<file path="src/rtl/serial_subtractor.sv">
// Bit-serial subtractor: DIFF = A - B - Bin, one bit per clock, LSB first.
// A single borrow flip-flop stands in for the ripple borrow chain.
module serial_subtractor #(
  parameter int WIDTH = 4
) (
  input  logic             clk,
  input  logic             rst,
  input  logic             start,
  input  logic [WIDTH-1:0] A,
  input  logic [WIDTH-1:0] B,
  input  logic             Bin,
  output logic             busy,
  output logic             done,
  output logic [WIDTH-1:0] DIFF,
  output logic             borrow_out,
  output logic             overflow
);

  localparam int CW = (WIDTH > 2) ? $clog2(WIDTH) : 1;

  typedef enum logic [1:0] {
    S_IDLE,
    S_SHIFT,
    S_DONE
  } state_t;

  state_t           r_state;
  logic [WIDTH-1:0] r_a;
  logic [WIDTH-1:0] r_b;
  logic [WIDTH-1:0] r_res;
  logic             r_borrow;
  logic [CW-1:0]    r_cnt;
  logic             r_a_msb;
  logic             r_b_msb;

  logic             w_d;
  logic             w_borrow_nxt;
  logic [WIDTH-1:0] w_res_nxt;
  logic             w_last;

  // One full-subtractor cell operating on the current LSBs of the operand shifters
  assign w_d          = r_a[0] ^ r_b[0] ^ r_borrow;
  assign w_borrow_nxt = (~r_a[0] & r_b[0]) | (~(r_a[0] ^ r_b[0]) & r_borrow);
  assign w_res_nxt    = {w_d, r_res[WIDTH-1:1]};
  assign w_last       = (r_cnt == CW'(WIDTH - 1));

  always_ff @(posedge clk or posedge rst) begin
    if (rst) begin
      r_state    <= S_IDLE;
      r_a        <= '0;
      r_b        <= '0;
      r_res      <= '0;
      r_borrow   <= 1'b0;
      r_cnt      <= '0;
      r_a_msb    <= 1'b0;
      r_b_msb    <= 1'b0;
      busy       <= 1'b0;
      done       <= 1'b0;
      DIFF       <= '0;
      borrow_out <= 1'b0;
      overflow   <= 1'b0;
    end else begin
      done <= 1'b0;
      case (r_state)
        S_IDLE: begin
          if (start) begin
            r_a      <= A;
            r_b      <= B;
            r_borrow <= Bin;
            r_a_msb  <= A[WIDTH-1];
            r_b_msb  <= B[WIDTH-1];
            r_res    <= '0;
            r_cnt    <= '0;
            busy     <= 1'b1;
            r_state  <= S_SHIFT;
          end
        end
        S_SHIFT: begin
          r_a      <= r_a >> 1;
          r_b      <= r_b >> 1;
          r_borrow <= w_borrow_nxt;
          r_res    <= w_res_nxt;
          r_cnt    <= r_cnt + CW'(1);
          if (w_last) begin
            // Results are published only here so partial sums never reach DIFF
            busy       <= 1'b0;
            done       <= 1'b1;
            DIFF       <= w_res_nxt;
            borrow_out <= w_borrow_nxt;
            overflow   <= (r_a_msb != r_b_msb) & (w_d != r_a_msb);
            r_state    <= S_DONE;
          end
        end
        S_DONE:  r_state <= S_IDLE;
        default: r_state <= S_IDLE;
      endcase
    end
  end

endmodule

</file>
<file path="config.mk">
export PLATFORM = sky130hd
export DESIGN_NAME = serial_subtractor
export DESIGN_NICKNAME = d
export VERILOG_FILES = /design/src/rtl/serial_subtractor.sv
export SDC_FILE = /design/constraint.sdc
export NUM_CORES = 1
export LEC_CHECK = 0
export CAP_MARGIN = 10
export CORE_MARGIN = 1
export CORE_UTILIZATION = 55
export CTS_BUF_LIST = sky130_fd_sc_hd__clkbuf_2
export CTS_CLUSTER_DIAMETER = 100
export DETAILED_ROUTE_END_ITERATION = 10
export PLACE_DENSITY_LB_ADDON = 0.3
export SLEW_MARGIN = 20
export SYNTH_ARGS = -nofsm -noshare
export SYNTH_HDL_FRONTEND = slang
export SYNTH_SLANG_ARGS = --single-unit
</file>
<file path="constraint.sdc">
create_clock -name clk -period 4.4 [get_ports clk]
set_clock_uncertainty 0.15 [all_clocks]
set_input_delay 1.32 -clock clk [delete_from_list [all_inputs] [get_ports clk]]
set_output_delay 1.32 -clock clk [all_outputs]
set_load 0.005 [all_outputs]
</file>
-- Word level (Yosys, flattened, before mapping)
Index checks and enable logic that the tools add are counted.
W data, S select, Z words.
- register bits after elaboration: 27
- add/subtract/negate cells: 1
- equal/unequal tests: 6
- multiplexer cells: 18
- bitwise gates (word level): 8
- reductions and logical operators: 7
- operator list (operator ; number):
    $pmux W4 S2 ; 3
    $mux W4 ; 3
    $pmux W2 S2 ; 2
    $reduce_and A2 Y1 ; 4
    $mux W2 ; 3
    $mux W1 ; 5
    $ne A2 B2 Y1 const B ; 2
    $pmux W1 S2 ; 2
    $and A1 B1 Y1 ; 3
    $reduce_and A3 Y1 ; 1
    $add A2 B1 Y2 const B ; 1
    $eq A2 B1 Y1 const B ; 1
    $eq A2 B2 Y1 const B ; 1
    $logic_not A2 Y1 ; 1
    $ne A1 B1 Y1 ; 2
    $not A1 Y1 ; 2
    $reduce_bool A2 Y1 ; 1
    $xor A1 B1 Y1 ; 2
    $or A1 B1 Y1 ; 1

-- Depth between registers and ports, before layout
Gate-level depths: netlist (run 1).
- word-level depth: 5
- gate-level depth with buffers: 5
- gate-level depth less buffers: 5

-- Worst setup path before layout (run 1)
Ideal clock, no wire load.
- path type: input-to-reg
- start: input port start
- end: register r_a_msb
- arrival time: 1934 ps
- data required time: 4125 ps
- slack: 2191 ps
- cell stages on the path: 3
- cell sequence: nor2b_4 > nor2b_4 > mux2_4
- cells in the longest elaborated chain, start to end: 1
- RTL lines (item ; RTL line ; text):
    start, declared ; 8 ; input logic start,
    $reduce_and A2 Y1 (no line) ; n/a ;
    end signal, assigned ; 70 ; r_a_msb <= A[WIDTH-1];
    end, declared ; 33 ; logic r_a_msb;
No other way between the ends.
A chain may end at the register's enable or synchronous reset.

-- Worst setup path after layout (run 1)
- start: register busy
- end: output port busy
- RTL lines (item ; RTL line ; text):
    start, declared ; 12 ; output logic busy,
    start signal, assigned ; 57 ; busy <= 1'b0;
    start signal, assigned ; 74 ; busy <= 1'b1;
    start signal, assigned ; 86 ; busy <= 1'b0;
No word-level cell between the ends.

==> metrics.log, run 1 <==
[metrics] run status: completed
[metrics] global-route usage over all layers: 21.3%
[metrics] total of buffers placed on input and output ports: 19
[metrics] deepest clock path buffer count: 2
[metrics] CP endpoint kind: output pin
[metrics] share of post-route cells with drive strength above 1: 13.7%
[metrics] Post-synth EDFFs: 0
[metrics] Setup Slack @ Placement: 1.41 ns
[metrics] DRC marker count from the first detailed-route iteration: 14
[metrics] Vias per Instance: 5.48
[metrics] final period utilization: 62.4%
[metrics] placement row count: 16
[metrics] clk_lat worst skew: 0.33 ns
[metrics] CTS clock-pin slew for the worst setup and hold paths: 0.22 ns
[metrics] tightest hold margin: 0.366 ns
[metrics] final wirelength: 1.97 mm
[metrics] Seq cells post-synth: 26
[metrics] vias after detailed routing: 789
[metrics] Antenna diodes: 0
[metrics] CTS tree: built
[metrics] cells taking the most area after synthesis: dfrtp_1 56%, o21ai_0 6.0%, mux2_2 3.9%
[metrics] final setup TNS: 0 ns
[metrics] width of the die: 47.9 µm
[metrics] vertical die dimension: 47.9 µm
[metrics] final std cells w/o fill: 144
[metrics] slowest CP cell: clkdlybuf4s50_1
[metrics] Yosys top cell area share: 56.2%
[metrics] startpoint kind of the worst setup timing path: flip-flop
[metrics] Net Count, Synth: 113
[metrics] delay contributed by the slowest stage of the critical path: 0.51 ns
[metrics] area overhead of the layout relative to synthesis: 18.3%
[metrics] FFs w/ async S/R, synth: 100%
[metrics] max-slew headroom at the worst pin: 37.0%
[metrics] most instantiated library cell after synthesis: dfrtp_1
[metrics] last weighted congestion value of the routability-driven placer: 0.689
[metrics] share of the yosys chip area belonging to registers: 56.2%
[metrics] final critical delay including setup and external delays: 2.74 ns
[metrics] detailed-route wire length per cell: 13.7 µm
[metrics] IR drop worst, VDD: 0.000316 V
[metrics] max-capacitance violation count: 0
[metrics] post-synthesis cell count: 99
[metrics] number of pins with negative max-slew slack in the final report: 0
[metrics] number of antenna-violating nets in the routed design: 0
[metrics] placed instance count: 141
[metrics] total clock buffers created by CTS: 3
[metrics] required time of the critical path: 2.93 ns
[metrics] Critical Path AT: 1.27 ns
[metrics] cell type contributing the most total cell area after synthesis: dfrtp_1
[metrics] Final #Nets: 133
[metrics] Avg Inst Size Synth: 11.7 µm²
[metrics] number of failing hold endpoints at the final stage: 0
[metrics] number of buffer and inverter instances along the worst setup path: 1
[metrics] worst min-delay path category: flip-flop to flip-flop
[metrics] worst setup margin: 1.66 ns
[metrics] number of buffers inserted by hold repair at cts: 0
[metrics] worst setup path category: flip-flop to output pin
[metrics] Top Ports: 20
[metrics] initial core utilization: 59.1%
[metrics] count of different cell masters after synthesis: 26
[metrics] transition time of the tightest slew-check pin: 0.944 ns
[metrics] sequence of cells on the critical path: clkdlybuf4s50_1
[metrics] wire length of the first global-routing pass: 3.23 mm
[metrics] # setup viols final: 0
[metrics] number of antenna violations at the first check in global routing: 0
[metrics] dpl hpwl: 1.43 mm
[metrics] count of warnings emitted by yosys: 0
[metrics] sum of overflow across all layers after global routing: 0
[metrics] via count of the first global-routing pass: 747
[metrics] post-synthesis instance area: 1160 µm²
[metrics] dominant register cell in the synthesized netlist: dfrtp_1
[metrics] sinks on the clock net: 26
[metrics] DRC viols: 0
[metrics] htree depth: 1
[metrics] clock root buffer master: clkbuf_2
[metrics] Resized cells post-CTS: 0
[metrics] setup bufs post-CTS: 0
[metrics] top cells by count, synth: 26 x dfrtp_1, 14 x o21ai_0, 11 x nand2_1, 6 x inv_1
[metrics] floorplan die area: 2290 µm²
[metrics] delay-heaviest family, CP: buffers and inverters
[metrics] Pwr Density: 616 nW/µm²
[metrics] Placeable Area: 1960 µm²
[metrics] detailed-router iteration count before antenna repair: 4
[metrics] highest achievable clock rate: 364 MHz
[metrics] setup repair after global routing missed its margin: no
[metrics] Max FO, Critical Path: 3
[metrics] static power due to leakage: 0.640 nW
[metrics] maximum number of pins on one net before global-route repair: 27
-- cell type report --
| class | count | area, µm² |
|---|---|---|
| Multi-Input combinational cell | 63 | 458 |
| Clock buffer | 3 | 15.0 |
| Timing Repair Buffer | 19 | 190 |
| Sequential cell | 26 | 651 |
| Inverter | 6 | 22.5 |
| Fill cell | 169 | 592 |
| Tap cell | 27 | 33.8 |
-- kinds of logic after synthesis --
| logic type | synth area share (%) |
|---|---|
| fa+ha+maj | 2.81 |
| flops | 56.2 |
| mux | 6.48 |
| simple gates | 13.6 |
| compound gates | 16.6 |
| buf+inv | 4.32 |
-- final timing paths --
check	start	cells after the start	slack [ns]	endpoint
max	busy	1	1.66	busy
min	r_b[1]	2	0.37	r_b[1]
max reg2reg	r_state[0]	3	2.54	r_a[1]
min reg2reg	r_b[1]	2	0.37	r_b[1]
max in group asynchronous	rst	2	2.20	r_b[0]
min in group asynchronous	rst	2	1.33	borrow_out
-- flip-flops by register name, summed over array words and instances (netlist names) --
register and flops:
r_a 4, overflow 1, done 1, r_state 2, busy 1, r_cnt 2, borrow_out 1, DIFF 4
r_borrow 1, r_b_msb 1, r_res 3, r_b 4, r_a_msb 1
-- worst register-to-register path: stages (launching register included) --
cell      delay (ns)
dfrtp_1         0.66
o21bai_1        0.74
nand2_1         0.13
o21ai_0         0.12
-- stage by stage --
stage | utilization [%] | power (mW) | area [µm²]
after global routing | 69.8 | 0.909 | 1370
final | 69.8 | 0.844 | 1370
after detailed placement | 69.1 | 0.767 | 1360
after CTS | 69.8 | 0.849 | 1370
after global placement | 69.1 | 0.744 | 1360
after floorplan | - | 0.655 | 1160
-- placed cells by master (no fill, tap or decap), types with 2 or more instances in the layout --
cell type / instances
a21oi_1: 5
a22o_1: 4
a22oi_1: 5
a2bb2oi_1: 2
and2b_2: 2
clkbuf_2: 3
clkdlybuf4s50_1: 19
dfrtp_1: 26
inv_1: 6
mux2_2: 4
mux2_4: 2
nand2_1: 11
nor2_1: 3
nor2b_4: 2
o21ai_0: 14
-- per-layer routing --
layer | global-route usage, % | vias up | share of wire, %
met1 | 25.2 | 390 | 44
met5 | 0 | - | 0
met4 | 8.33 | 0 | 1.7
met2 | 37.6 | 16 | 51
met3 | 4.53 | 5 | 2.7
li1 | - | 378 | -
-- power breakdown --
group          internal, mW  switching, mW
logic                 0.193          0.142
clock network        0.0186         0.0643
registers             0.334         0.0911
Note: power is estimated with default switching activity, not from simulation.
==> run 2: changes to the inputs <==
CORE_UTILIZATION = 54   (was 55)
clock period = 2.6 ns   (was 4.4 ns; I/O delays follow)
==> run 2 against run 1 <==
Clock power grew to 3.1 times the previous value. Worst hold slack got worse by 0.0019 ns. Total power increased by 83%. Clock-buffer cell count is the same. Final cell count grew 1.4%. Combinational power is 69% higher. Critical path type unchanged.
==> metrics.log, run 2 (same netlist as run 1, synthesis figures left out) <==
[metrics] run status: completed (unchanged)
[metrics] last weighted congestion value of the routability-driven placer: 0.776 (was 0.689)
[metrics] max-capacitance violation count: 0 (unchanged)
[metrics] floorplan die area: 2330 µm² (was 2290 µm²)
[metrics] initial core utilization: 58.5% (was 59.1%)
[metrics] Placeable Area: 1980 µm² (was 1960 µm²)
[metrics] tightest hold margin: 0.365 ns (was 0.366 ns)
[metrics] number of buffer and inverter instances along the worst setup path: 1 (unchanged)
[metrics] Setup Slack @ Placement: 0.249 ns (was 1.41 ns)
[metrics] Power Total: 1.54 mW (was 844 µW)
[metrics] static power due to leakage: 0.659 nW (was 0.640 nW)
[metrics] deepest clock path buffer count: 2 (unchanged)
[metrics] capture point of the worst path: busy (unchanged)
[metrics] post-placement cell area: 1360 µm² (about the same)
[metrics] worst setup path category: flip-flop to output pin (unchanged)
[metrics] CP endpoint kind: output pin (unchanged)
[metrics] transition time of the tightest slew-check pin: 0.750 ns (was 0.944 ns)
[metrics] Critical Path Source: busy (unchanged)
[metrics] final wirelength: 2.03 mm (was 1.97 mm)
[metrics] DRC viols: 0 (unchanged)
[metrics] highest achievable clock rate: 450 MHz
[metrics] # setup viols final: 0 (unchanged)
[metrics] CTS clock-pin slew for the worst setup and hold paths: 0.24 ns (was 0.22 ns)
[metrics] slowest CP cell: clkdlybuf4s50_1 (unchanged)
[metrics] final std cells w/o fill: 146 (was 144)
[metrics] placed instance count: 142 (was 141)
[metrics] htree depth: 1 (unchanged)
[metrics] final critical delay including setup and external delays: 2.22 ns
[metrics] Levels on crit path: 1 (unchanged)
[metrics] number of antenna-violating nets in the routed design: 0 (unchanged)
[metrics] clock root buffer master: clkbuf_2 (unchanged)
[metrics] Layout Utilization: 71.0% (was 69.8%)
[metrics] startpoint kind of the worst setup timing path: flip-flop (unchanged)
[metrics] number of antenna violations at the first check in global routing: 0 (unchanged)
[metrics] wire length of the first global-routing pass: 3.53 mm (was 3.23 mm)
[metrics] number of failing hold endpoints at the final stage: 0 (unchanged)
[metrics] Antenna diodes: 0 (unchanged)
[metrics] worst min-delay path category: flip-flop to flip-flop (unchanged)
[metrics] detailed-router iteration count before antenna repair: 4 (unchanged)
[metrics] sinks on the clock net: 26 (unchanged)
[metrics] CTS tree: built (unchanged)
[metrics] required time of the critical path: 1.67 ns (was 2.93 ns)
[metrics] setup bufs post-CTS: 0 (unchanged)
[metrics] detailed-route wire length per cell: 13.9 µm (was 13.7 µm)
[metrics] total clock buffers created by CTS: 3 (unchanged)
[metrics] DRC marker count from the first detailed-route iteration: 10 (was 14)
[metrics] worst setup margin: 0.379 ns (was 1.66 ns)
[metrics] Top Ports: 20 (unchanged)
[metrics] number of pins with negative max-slew slack in the final report: 0 (unchanged)
[metrics] delay contributed by the slowest stage of the critical path: 0.51 ns (about the same)
[metrics] Max FO, Critical Path: 3 (unchanged)
[metrics] setup repair after global routing missed its margin: no (unchanged)
[metrics] total of buffers placed on input and output ports: 19 (unchanged)
[metrics] final setup TNS: 0 ns (unchanged)
[metrics] vias after detailed routing: 794 (was 789)
[metrics] Pwr Density: 1100 nW/µm² (was 616 nW/µm²)
[metrics] placement row count: 16 (unchanged)
[metrics] Vias per Instance: 5.44 (was 5.48)
[metrics] Critical Path AT: 1.29 ns (was 1.27 ns)
[metrics] worst reg2reg startpoint: r_state[0] (unchanged)
[metrics] Final #Nets: 134 (was 133)
[metrics] width of the die: 48.3 µm (was 47.9 µm)
[metrics] leading registers by flop count: DIFF x4, r_a x4, r_b x4 (unchanged)
[metrics] final period utilization: 85.4%
[metrics] maximum number of pins on one net before global-route repair: 27 (unchanged)
[metrics] share of post-route cells with drive strength above 1: 15.1% (was 13.7%)
[metrics] sequence of cells on the critical path: clkdlybuf4s50_1 (unchanged)
[metrics] Resized cells post-CTS: 0 (unchanged)
[metrics] Worst R2R Setup Slack: 0.79 ns (was 2.54 ns)
[metrics] fill cell count: 140 (was 169)
[metrics] vertical die dimension: 48.3 µm (was 47.9 µm)
[metrics] delay-heaviest family, CP: buffers and inverters (unchanged)
[metrics] sum of overflow across all layers after global routing: 0 (unchanged)
[metrics] via count of the first global-routing pass: 785 (was 747)
[metrics] area of all placed cells without fillers: 1410 µm² (was 1370 µm²)
[metrics] IR drop worst, VDD: 0.000648 V (was 0.000316 V)
[metrics] area overhead of the layout relative to synthesis: 21.5% (was 18.3%)
[metrics] max-slew headroom at the worst pin: 49.9% (was 37.0%)
[metrics] top library cells by usage in the layout, fill and taps aside: 26 x dfrtp_1, 19 x clkdlybuf4s50_1, 14 x o21ai_0 (unchanged)
[metrics] global-route usage over all layers: 19.9% (was 21.3%)
[metrics] number of buffers inserted by hold repair at cts: 0 (unchanged)
[metrics] logic depth of the worst register-to-register path: 2 (was 3)
[metrics] most common cell after layout, fill and taps aside: dfrtp_1 (unchanged)
[metrics] clk_lat worst skew: 0.36 ns (was 0.33 ns)
[metrics] worst flop-to-flop path endpoint: r_cnt[1] (was r_a[1])
[metrics] dpl hpwl: 1.39 mm (was 1.43 mm)
-- run 2: cell count changes in the layout (fill, tap and decap cells not counted), sizes merged --
cell / before / now
buf: 0 / 1
bufinv: 0 / 1
-- run 2: worst min-delay path by stage --
stage | start | endpoint | slack (ns) | depth (start not counted)
after floorplan | r_b[0] | r_b[0] | 0.30 | 2
final | overflow | overflow | 0.36 | 2
after global placement | overflow | overflow | 0.31 | 2
after global routing | r_cnt[0] | r_cnt[0] | 0.40 | 1
after CTS | r_b[0] | r_b[0] | 0.37 | 2
after detailed placement | r_b[0] | r_b[0] | 0.32 | 2
-- run 2: where the power goes --
part | switching (mW) | internal, mW
sequential | 0.155 | 0.566
combinational | 0.238 | 0.329
clock | 0.123 | 0.132
total | 0.516 | 1.03
-- run 2: routing by layer --
| metal | wire length [µm] | share of wire [%] | track usage, % | vias to the layer above |
|---|---|---|---|---|
| li1 | - | - | - | 382 |
| met1 | 912 | 45 | 25.2 | 389 |
| met2 | 1020 | 50 | 34.3 | 19 |
| met3 | 61 | 3.0 | 2.83 | 4 |
| met4 | 30 | 1.5 | 8.82 | 0 |
| met5 | 0 | 0 | 0 | - |
-- run 2: cell type report --
| class | count | area, µm² | area share (%) |
|---|---|---|---|
| clock inverter | 1 | 30.0 | 2.13 |
| sequential | 26 | 651 | 46.2 |
| inverter | 6 | 22.5 | 1.60 |
| multi-input combinational | 63 | 458 | 32.5 |
| clock buffer | 3 | 15.0 | 1.07 |
| timing repair buffer | 20 | 198 | 14.0 |
| tap | 27 | 33.8 | 2.40 |
==> run 3: changes to the inputs <==
GPL_TIMING_DRIVEN = 0   (was default)
==> run 3 against run 2 <==
Die area unchanged. Wire length down 6.1%. Register-to-register slack gained 0.17 ns. Combinational power grew 15%.
==> metrics.log, run 3 (same netlist as run 1, synthesis figures left out) <==
[metrics] run status: completed (unchanged)
[metrics] Max FO, Critical Path: 3 (unchanged)
[metrics] maximum number of pins on one net before global-route repair: 27 (unchanged)
[metrics] last weighted congestion value of the routability-driven placer: 0.739 (was 0.776)
[metrics] Pwr Density: 1040 nW/µm² (was 1100 nW/µm²)
[metrics] Critical Path Source: busy (unchanged)
[metrics] detailed-route wire length per cell: 12.9 µm (was 13.9 µm)
[metrics] final setup TNS: 0 ns (unchanged)
[metrics] setup repair after global routing missed its margin: no (unchanged)
[metrics] sinks on the clock net: 26 (unchanged)
[metrics] vertical die dimension: 48.3 µm (unchanged)
[metrics] startpoint kind of the worst setup timing path: flip-flop (unchanged)
[metrics] worst setup margin: 0.429 ns (was 0.379 ns)
[metrics] number of buffers inserted by hold repair at cts: 0 (unchanged)
[metrics] delay contributed by the slowest stage of the critical path: 0.51 ns (about the same)
[metrics] worst flop-to-flop path endpoint: overflow (was r_cnt[1])
[metrics] clk_lat worst skew: 0.32 ns (was 0.36 ns)
[metrics] area of the multi-input gates: 458 µm² (unchanged)
[metrics] setup bufs post-CTS: 0 (unchanged)
[metrics] Top Metal Used: met4 (unchanged)
[metrics] Levels on crit path: 1 (unchanged)
[metrics] final wirelength: 1.91 mm (was 2.03 mm)
[metrics] required time of the critical path: 1.67 ns (about the same)
[metrics] CTS tree: built (unchanged)
[metrics] global-route usage over all layers: 18.9% (was 19.9%)
[metrics] post-placement cell area: 1380 µm² (was 1360 µm²)
[metrics] area overhead of the layout relative to synthesis: 20.6% (was 21.5%)
[metrics] sum of overflow across all layers after global routing: 0 (unchanged)
[metrics] max-capacitance violation count: 0 (unchanged)
[metrics] placement row count: 16 (unchanged)
[metrics] # setup viols final: 0 (unchanged)
[metrics] Critical Path AT: 1.24 ns (was 1.29 ns)
[metrics] DRC marker count from the first detailed-route iteration: 12 (was 10)
[metrics] htree depth: 1 (unchanged)
[metrics] share of post-route cells with drive strength above 1: 15.7% (was 15.1%)
[metrics] total of buffers placed on input and output ports: 19 (unchanged)
[metrics] final critical delay including setup and external delays: 2.17 ns (was 2.22 ns)
[metrics] worst min-delay path category: flip-flop to flip-flop (unchanged)
[metrics] Met2 Wirelength: 940 µm (was 1.02 mm)
[metrics] max-slew headroom at the worst pin: 37.6% (was 49.9%)
[metrics] number of antenna violations at the first check in global routing: 0 (unchanged)
[metrics] capture point of the worst path: busy (unchanged)
[metrics] number of antenna-violating nets in the routed design: 0 (unchanged)
[metrics] final period utilization: 83.5% (was 85.4%)
[metrics] Vias per Instance: 5.44 (about the same)
[metrics] IR drop worst, VDD: 0.000599 V (was 0.000648 V)
[metrics] Worst R2R Setup Slack: 0.96 ns (was 0.79 ns)
[metrics] most common cell after layout, fill and taps aside: dfrtp_1 (unchanged)
[metrics] floorplan die area: 2330 µm² (unchanged)
[metrics] Setup Slack @ Placement: 0.221 ns (was 0.249 ns)
[metrics] Layout Utilization: 70.5% (was 71.0%)
[metrics] Placeable Area: 1980 µm² (unchanged)
[metrics] leading registers by flop count: DIFF x4, r_a x4, r_b x4 (unchanged)
[metrics] number of pins with negative max-slew slack in the final report: 0 (unchanged)
[metrics] total clock buffers created by CTS: 3 (unchanged)
[metrics] delay-heaviest family, CP: buffers and inverters (unchanged)
[metrics] worst reg2reg startpoint: r_a[0] (was r_state[0])
[metrics] static power due to leakage: 0.656 nW (was 0.659 nW)
[metrics] clock root buffer master: clkbuf_2 (unchanged)
[metrics] Resized cells post-CTS: 0 (unchanged)
[metrics] sequence of cells on the critical path: clkdlybuf4s50_1 (unchanged)
[metrics] logic depth of the worst register-to-register path: 4 (was 2)
[metrics] routed length on met1: 868 µm (was 912 µm)
[metrics] number of buffer and inverter instances along the worst setup path: 1 (unchanged)
[metrics] transition time of the tightest slew-check pin: 0.935 ns (was 0.750 ns)
[metrics] Final #Nets: 137 (was 134)
[metrics] Antenna diodes: 0 (unchanged)
[metrics] CP endpoint kind: output pin (unchanged)
[metrics] initial core utilization: 58.5% (unchanged)
[metrics] vias after detailed routing: 805 (was 794)
[metrics] width of the die: 48.3 µm (unchanged)
[metrics] via count of the first global-routing pass: 805 (was 785)
[metrics] sequential cell area: 651 µm² (unchanged)
[metrics] CTS clock-pin slew for the worst setup and hold paths: 0.20 ns (was 0.24 ns)
[metrics] wire length of the first global-routing pass: 3.39 mm (was 3.53 mm)
[metrics] dpl hpwl: 1.47 mm (was 1.39 mm)
[metrics] fill cell count: 143 (was 140)
[metrics] slowest CP cell: clkdlybuf4s50_1 (unchanged)
[metrics] met3 wire length: 86 µm (was 61 µm)
[metrics] DRC viols: 0 (unchanged)
[metrics] highest achievable clock rate: 461 MHz (was 450 MHz)
[metrics] Top Ports: 20 (unchanged)
[metrics] area of all placed cells without fillers: 1400 µm² (was 1410 µm²)
[metrics] worst setup path category: flip-flop to output pin (unchanged)
[metrics] detailed-router iteration count before antenna repair: 4 (unchanged)
[metrics] number of failing hold endpoints at the final stage: 0 (unchanged)
[metrics] deepest clock path buffer count: 2 (unchanged)
[metrics] top library cells by usage in the layout, fill and taps aside: 26 x dfrtp_1, 19 x clkdlybuf4s50_1, 14 x o21ai_0 (unchanged)
-- run 3: changes by cell type in the layout (fill, tap and decap cells not counted), sizes merged --
cell	before	now
bufinv	1	0
clkbuf	3	4
buf	1	3
-- run 3: where the power goes --
group          switching [mW]  internal [mW]  leakage (nW)
registers               0.102          0.567         0.330
logic                   0.295          0.358         0.314
clock network           0.103         0.0314        0.0125
-- run 3: area by class of cell --
type	count	share of cell area, %
flip-flops and latches	26	46.6
inverters	6	1.61
well taps	27	2.42
multi-input cells	63	32.8
plain buffers	4	1.97
clock buffers	3	1.07
repair buffers	19	13.6
-- run 3: metrics by stage --
stage | total power [mW] | hold WS [ns] | cells
3_3_place_gp | 1.30 | 0.311 | 145
6_report | 1.46 | 0.355 | 148
4_1_cts | 1.47 | 0.365 | 148
5_1_grt | 1.57 | 0.390 | 148
3_5_place_dp | 1.34 | 0.321 | 145
2_1_floorplan | 1.11 | 0.300 | 99
-- run 3: worst register-to-register path, cell delays in order, from the launching register on --
cell and delay [ns]:
dfrtp_1 0.45, fa_1 0.56, and3b_1 0.21, a21oi_1 0.11
o21ai_0 0.08
-- run 3: routing by layer --
layer	global-route usage, %	vias to the layer above
met1	24.2	391
met5	0	-
met3	4.40	2
met2	31.7	25
met4	6.86	0
li1	-	387
-- run 3: how the worst min path moves through the flow --
stage | start | cells past startpoint | end | slack, ns
floorplan | r_b[0] | 2 | r_b[0] | 0.30
global placement | borrow_out | 2 | borrow_out | 0.31
detailed placement | borrow_out | 2 | borrow_out | 0.32
CTS | borrow_out | 2 | borrow_out | 0.36
global route | borrow_out | 2 | borrow_out | 0.39
finish | borrow_out | 2 | borrow_out | 0.35
